File: src/rtl/pixel_readout_capture.sv
// Pixel row readout capture: strobe-qualified DATA sampling into a small FIFO.
// Define PIXEL_READOUT_ROWCHK_EN to also flag out-of-order row samples on strobe_err.
module pixel_readout_capture #(
    parameter int unsigned SETTLE_CYCLES = 2,
    parameter int unsigned FIFO_DEPTH    = 4
) (
    input  logic       clk,
    input  logic       reset,
    input  logic       read1,
    input  logic       read2,
    input  logic       read3,
    input  logic       read4,
    input  logic       convert,
    input  logic [7:0] DATA,
    output logic [7:0] out_data,
    output logic [1:0] out_row,
    output logic       out_valid,
    input  logic       out_ready,
    output logic       frame_done,
    output logic       overflow,
    output logic       strobe_err
);
    localparam int unsigned PtrW = (FIFO_DEPTH > 1) ? $clog2(FIFO_DEPTH) : 1;
    localparam int unsigned CntW = $clog2(FIFO_DEPTH + 1);
    localparam logic [CntW-1:0] FifoFull   = CntW'(FIFO_DEPTH);
    localparam logic [3:0]      SettleLast = 4'(SETTLE_CYCLES - 1);

    typedef enum logic [1:0] {StIdle, StSettle, StSample, StHold} state_e;

    state_e          state_q, state_d;
    logic [1:0]      row_q, row_d;
    logic [3:0]      cnt_q, cnt_d;
    logic [PtrW-1:0] rd_ptr_q, rd_ptr_d, wr_ptr_q, wr_ptr_d;
    logic [CntW-1:0] count_q, count_d;
    logic [9:0]      mem_q [FIFO_DEPTH];
    logic [9:0]      mem_d [FIFO_DEPTH];
    logic            convert_q;
    logic            wait_low_q, wait_low_d;
    logic            frame_done_q, frame_done_d;
    logic            overflow_q, overflow_d;
    logic            strobe_err_q, strobe_err_d;

    logic [3:0] reads;
    logic [1:0] strobe_row;
    logic       any_high, one_hot, conv_rise;
    logic       push, multi, pop, push_ok, row_err;
    logic [9:0] head;

    assign reads     = {read4, read3, read2, read1};
    assign any_high  = |reads;
    assign one_hot   = any_high && ((reads & (reads - 4'd1)) == 4'd0);
    assign conv_rise = convert && !convert_q;

    always_comb begin
        strobe_row = 2'd0;
        case (reads)
            4'b0010: strobe_row = 2'd1;
            4'b0100: strobe_row = 2'd2;
            4'b1000: strobe_row = 2'd3;
            default: strobe_row = 2'd0;
        endcase
    end

    // A strobe held across reset must fall before it can start a new capture.
    assign wait_low_d = wait_low_q && any_high;

    always_comb begin
        state_d = state_q;
        row_d   = row_q;
        cnt_d   = cnt_q;
        push    = 1'b0;
        multi   = 1'b0;
        case (state_q)
            StIdle: begin
                if (any_high && !one_hot) begin
                    multi = 1'b1;
                end else if (one_hot && !wait_low_q) begin
                    row_d   = strobe_row;
                    cnt_d   = 4'd0;
                    state_d = StSettle;
                end
            end
            StSettle: begin
                if (!reads[row_q]) begin
                    state_d = StIdle;
                end else if (cnt_q == SettleLast) begin
                    state_d = StSample;
                end else begin
                    cnt_d = cnt_q + 4'd1;
                end
            end
            StSample: begin
                push    = 1'b1;
                state_d = StHold;
            end
            StHold: begin
                if (!any_high) state_d = StIdle;
            end
            default: state_d = StIdle;
        endcase
    end

    assign pop     = out_valid && out_ready;
    assign push_ok = push && ((count_q != FifoFull) || pop);

    always_comb begin
        rd_ptr_d = rd_ptr_q + PtrW'(pop);
        wr_ptr_d = wr_ptr_q + PtrW'(push_ok);
        count_d  = count_q + CntW'(push_ok) - CntW'(pop);
        mem_d    = mem_q;
        if (push_ok) mem_d[wr_ptr_q] = {row_q, DATA};
    end

`ifdef PIXEL_READOUT_ROWCHK_EN
    logic [1:0] exp_row_q, exp_row_d, exp_row_eff;

    always_comb begin
        exp_row_eff = conv_rise ? 2'd0 : exp_row_q;
        exp_row_d   = exp_row_eff;
        row_err     = 1'b0;
        if (push) begin
            row_err   = (row_q != exp_row_eff);
            exp_row_d = exp_row_eff + 2'd1;
        end
    end

    always_ff @(posedge clk or posedge reset) begin
        if (reset) exp_row_q <= 2'd0;
        else       exp_row_q <= exp_row_d;
    end
`else
    assign row_err = 1'b0;
`endif

    // A new event in the same cycle as a convert rise still sets its flag.
    always_comb begin
        overflow_d   = (overflow_q && !conv_rise) || (push && !push_ok);
        strobe_err_d = (strobe_err_q && !conv_rise) || multi || row_err;
        frame_done_d = push && (row_q == 2'd3);
    end

    always_ff @(posedge clk or posedge reset) begin
        if (reset) begin
            state_q      <= StIdle;
            row_q        <= 2'd0;
            cnt_q        <= 4'd0;
            rd_ptr_q     <= '0;
            wr_ptr_q     <= '0;
            count_q      <= '0;
            convert_q    <= 1'b0;
            wait_low_q   <= 1'b1;
            frame_done_q <= 1'b0;
            overflow_q   <= 1'b0;
            strobe_err_q <= 1'b0;
        end else begin
            state_q      <= state_d;
            row_q        <= row_d;
            cnt_q        <= cnt_d;
            rd_ptr_q     <= rd_ptr_d;
            wr_ptr_q     <= wr_ptr_d;
            count_q      <= count_d;
            convert_q    <= convert;
            wait_low_q   <= wait_low_d;
            frame_done_q <= frame_done_d;
            overflow_q   <= overflow_d;
            strobe_err_q <= strobe_err_d;
        end
    end

    always_ff @(posedge clk) begin
        mem_q <= mem_d;
    end

    assign head       = mem_q[rd_ptr_q];
    assign out_valid  = (count_q != '0);
    assign out_data   = out_valid ? head[7:0] : 8'd0;
    assign out_row    = out_valid ? head[9:8] : 2'd0;
    assign frame_done = frame_done_q;
    assign overflow   = overflow_q;
    assign strobe_err = strobe_err_q;

endmodule

File: config.mk
export PLATFORM = sky130hd
export DESIGN_NAME = pixel_readout_capture
export DESIGN_NICKNAME = d
export VERILOG_FILES = /design/src/rtl/pixel_readout_capture.sv
export SDC_FILE = /design/constraint.sdc
export NUM_CORES = 1
export LEC_CHECK = 0
export CAP_MARGIN = 5
export CORE_MARGIN = 1
export CORE_UTILIZATION = 45
export DETAILED_ROUTE_END_ITERATION = 8
export PLACE_DENSITY = 0.66
export REMOVE_ABC_BUFFERS = 1
export SLEW_MARGIN = 25
export SYNTH_ARGS = -nofsm -noshare
export SYNTH_HDL_FRONTEND = slang
export SYNTH_SLANG_ARGS = --single-unit
File: constraint.sdc
create_clock -name clk -period 3.1 [get_ports clk]
set_clock_uncertainty 0.2 [all_clocks]
set_input_delay 0.465 -clock clk [delete_from_list [all_inputs] [get_ports clk]]
set_output_delay 0.465 -clock clk [all_outputs]
set_load 0.005 [all_outputs]
==> summary.txt <==
Status
  • Outcome: completed

Finish
  • Most frequent cells in the layout: edfxtp_1, clkdlybuf4s50_1, dfrtp_1
  • Commonest non-fill, non-tap cell in the layout: edfxtp_1
  • Nets@finish: between 200 and 250
  • Filler cell count: between 400 and 500
  • Share of post-route cells with drive strength above 1: 0.1469
  • Final instance area: 3166 um2
  • Layout area overhead: 20.36%
  • Final design utilization: 0.5679
  • # diodes: 0

STA
  • Fmax: 341.8 MHz
  • Setup TNS: 0 ns
  • Pins Over Slew Limit: 0
  • Least-Margin Pin Slew: roughly 0.76 ns
  • Slew headroom: 0.4895
  • Final setup fails: 0
  • Slack of the critical path: roughly 0.17 ns
  • Crit share post-route: 0.9436
  • Post-layout min period: about 3 ns
  • Final hold vios: 0
  • RSZ-0062 raised after global routing: no

Placed design
  • Placed cell areas: ~3000 um2
  • I/O Buffers: 29
  • DP Worst Slack: roughly 0.19 ns
  • Routability Congestion: 0.8674
  • HPWL after DPL: roughly 3200 um

Yosys
  • Syn Std Cell Area: around 2600 um2
  • Synth area leader: edfxtp_1
  • Yosys reg bits: 60
  • Syn avg cell area: 15.56 um2
  • Mapped Cells: 169
  • Seq/Total Area, Yosys: 0.6475
  • Top cells by area, synth: edfxtp_1, dfrtp_1, mux4_2
  • Ys flop type: edfxtp_1
  • EDFF count, synth: 40
  • Count of different cell masters after synthesis: 43
  • Asr flop ratio synth: 0.3333
  • Synth top area share: 0.4567
  • Synth Warn #: 0

Flow run
  • Max Cap Viol: 0

Power and ir drop
  • Worst vdd ir: around 0.36 mV
  • Pwr Total: between 2 and 3 mW
  • Static Leak: between 1 and 1.5 nW
  • Pwr Density: about 870 nW/um2

Floorplan
  • Initial Util: 0.4718
  • Area of the core: 5574 um2
  • Die width: slightly below 80 um
  • I/O Pins: 30
  • Core Rows: 27
  • Full die area: about 6000 um2
  • Die Y: just under 80 um

CTS
  • H-Tree Depth: 3
  • Clock Tree Buf Depth: 2
  • Post-cts sizing count: 0
  • # Post-CTS Setup Buffers: 0
  • Clk_lat worst skew: between 0.3 and 0.4 ns
  • Total CTS buffers: 9
  • Post-cts hold buffer count: 0
  • Clk sinks: 60
  • Root Buffer Master: clkbuf_8
  • CTS tree: done
  • Worst-path clk slew: approximately 0.060 ns

Global route
  • GRT overflow: 0
  • Largest net degree at the start of global routing: 21
  • Vias in the first global route: between 1500 and 2000
  • Initial antenna violation count: 0
  • Global-route wire length before repair: 7610 um
  • All-Layer GR Usage: 0.1728

Drt
  • DR vias: about 1500
  • Post-route DRC: 0
  • Final ANT Viol Nets: 0
  • WL per Instance: between 15 and 20 um
  • Drt via density: ~5.3
  • Total Wirelength: around 4600 um
  • First-pass DRT Iterations: 4
  • Initial DRC count: 77

Setup path
  • Largest delay share family, worst path: buffers and inverters
  • WS Path Type: reg2out
  • CP cell instances: buf_4, mux4_2, nor2b_1, clkdlybuf4s50_1
  • Worst path slowest cell: dfrtp_1
  • CP Max Fanout: 7
  • Worst setup EP type: output pin
  • Crit path buf inv count: 2
  • CP arrival: roughly 2.3 ns
  • Req. time, crit path: 2.43 ns
  • Startpoint types: flip-flop
  • CP max stage delay: 0.59 ns

Hold path
  • Hold/Removal Path Class: reg2reg
-- where the power goes --
part           total, mW  internal, mW  switching [mW]
clock network      0.572         0.280           0.292
registers           1.23          1.04           0.190
logic              0.941         0.558           0.382
-- worst register-to-register path: cells and delay by family, from the launching register on --
kind	cells	cell delay, ns
xor+xnor	2	0.35
fa+ha+maj	3	0.89
buf+inv	2	0.20
flops	1	0.52
simple gates	2	0.38
-- state kept, by name (all words and copies together), names as in the netlist, named ones only --
| signal | cells |
|---|---|
| row_q | 2 |
| state_q | 1 |
| count_q | 3 |
| convert_q | 1 |
| cnt_q | 4 |
| mem_q | 40 |
| wr_ptr_q | 2 |
| rd_ptr_q | 2 |
| strobe_err | 1 |
| overflow | 1 |
| wait_low_q | 1 |
| frame_done | 1 |
-- cells in the mapped netlist (2+ instances only) --
cell type / count
nor3_1: 3
xnor2_1: 2
dfrtp_1: 19
mux4_2: 10
ha_1: 6
mux2_1: 2
and3_1: 2
nand4_1: 4
o21ai_0: 3
xor2_1: 4
nor2b_1: 11
inv_1: 14
clkbuf_1: 4
o221ai_1: 2
nor2_1: 8
nand2_1: 4
o22ai_1: 2
nor3b_1: 2
edfxtp_1: 40
buf_2: 2
nand2b_1: 2
mux2i_1: 2
-- per-layer routing --
layer	wire (um)	vias to the layer above	GRT usage
met5	0	-	0
met4	78	0	0.09074
met3	215	7	0.05233
met2	2418	46	0.2921
met1	1881	746	0.1969
li1	-	711	-
-- logic make-up after synthesis --
family          synth area share
xor+xnor                 0.01998
flops                     0.6475
mux                       0.1118
buf+inv                  0.03568
compound gates           0.06043
fa+ha+maj                0.03996
simple gates             0.08468
-- area by class of cell --
class / instances / area (um2) / share of cell area
flip-flops and latches: 60 / 1703 / 0.5379
multi-input cells: 87 / 833.3 / 0.2632
repair buffers: 34 / 327.8 / 0.1036
clock buffers: 10 / 127.6 / 0.04032
well taps: 72 / 90.09 / 0.02846
inverters: 14 / 52.55 / 0.01660
clock inverters: 6 / 31.28 / 0.009881
-- path summary, 6_finish.rpt --
kind,startpoint,endpoint,slack [ns],cells past startpoint
worst max-delay path,rd_ptr_q[0],out_row[0],0.17,4
worst min-delay path,strobe_err,strobe_err,0.30,2
worst max register to register,flip-flop,count_q[2],0.50,9
worst min register to register,strobe_err,strobe_err,0.30,2
max in group asynchronous,reset,frame_done,1.83,2
min in group asynchronous,reset,count_q[1],0.38,2
-- metrics by stage --
stage                     hold slack [ns]  instances
final                              0.2963        283
after global routing               0.3322        283
after CTS                          0.3057        283
after detailed placement           0.2805        267
after global placement             0.2755        267
after floorplan                    0.2281        161
Note: power is estimated with default switching activity, not from simulation.
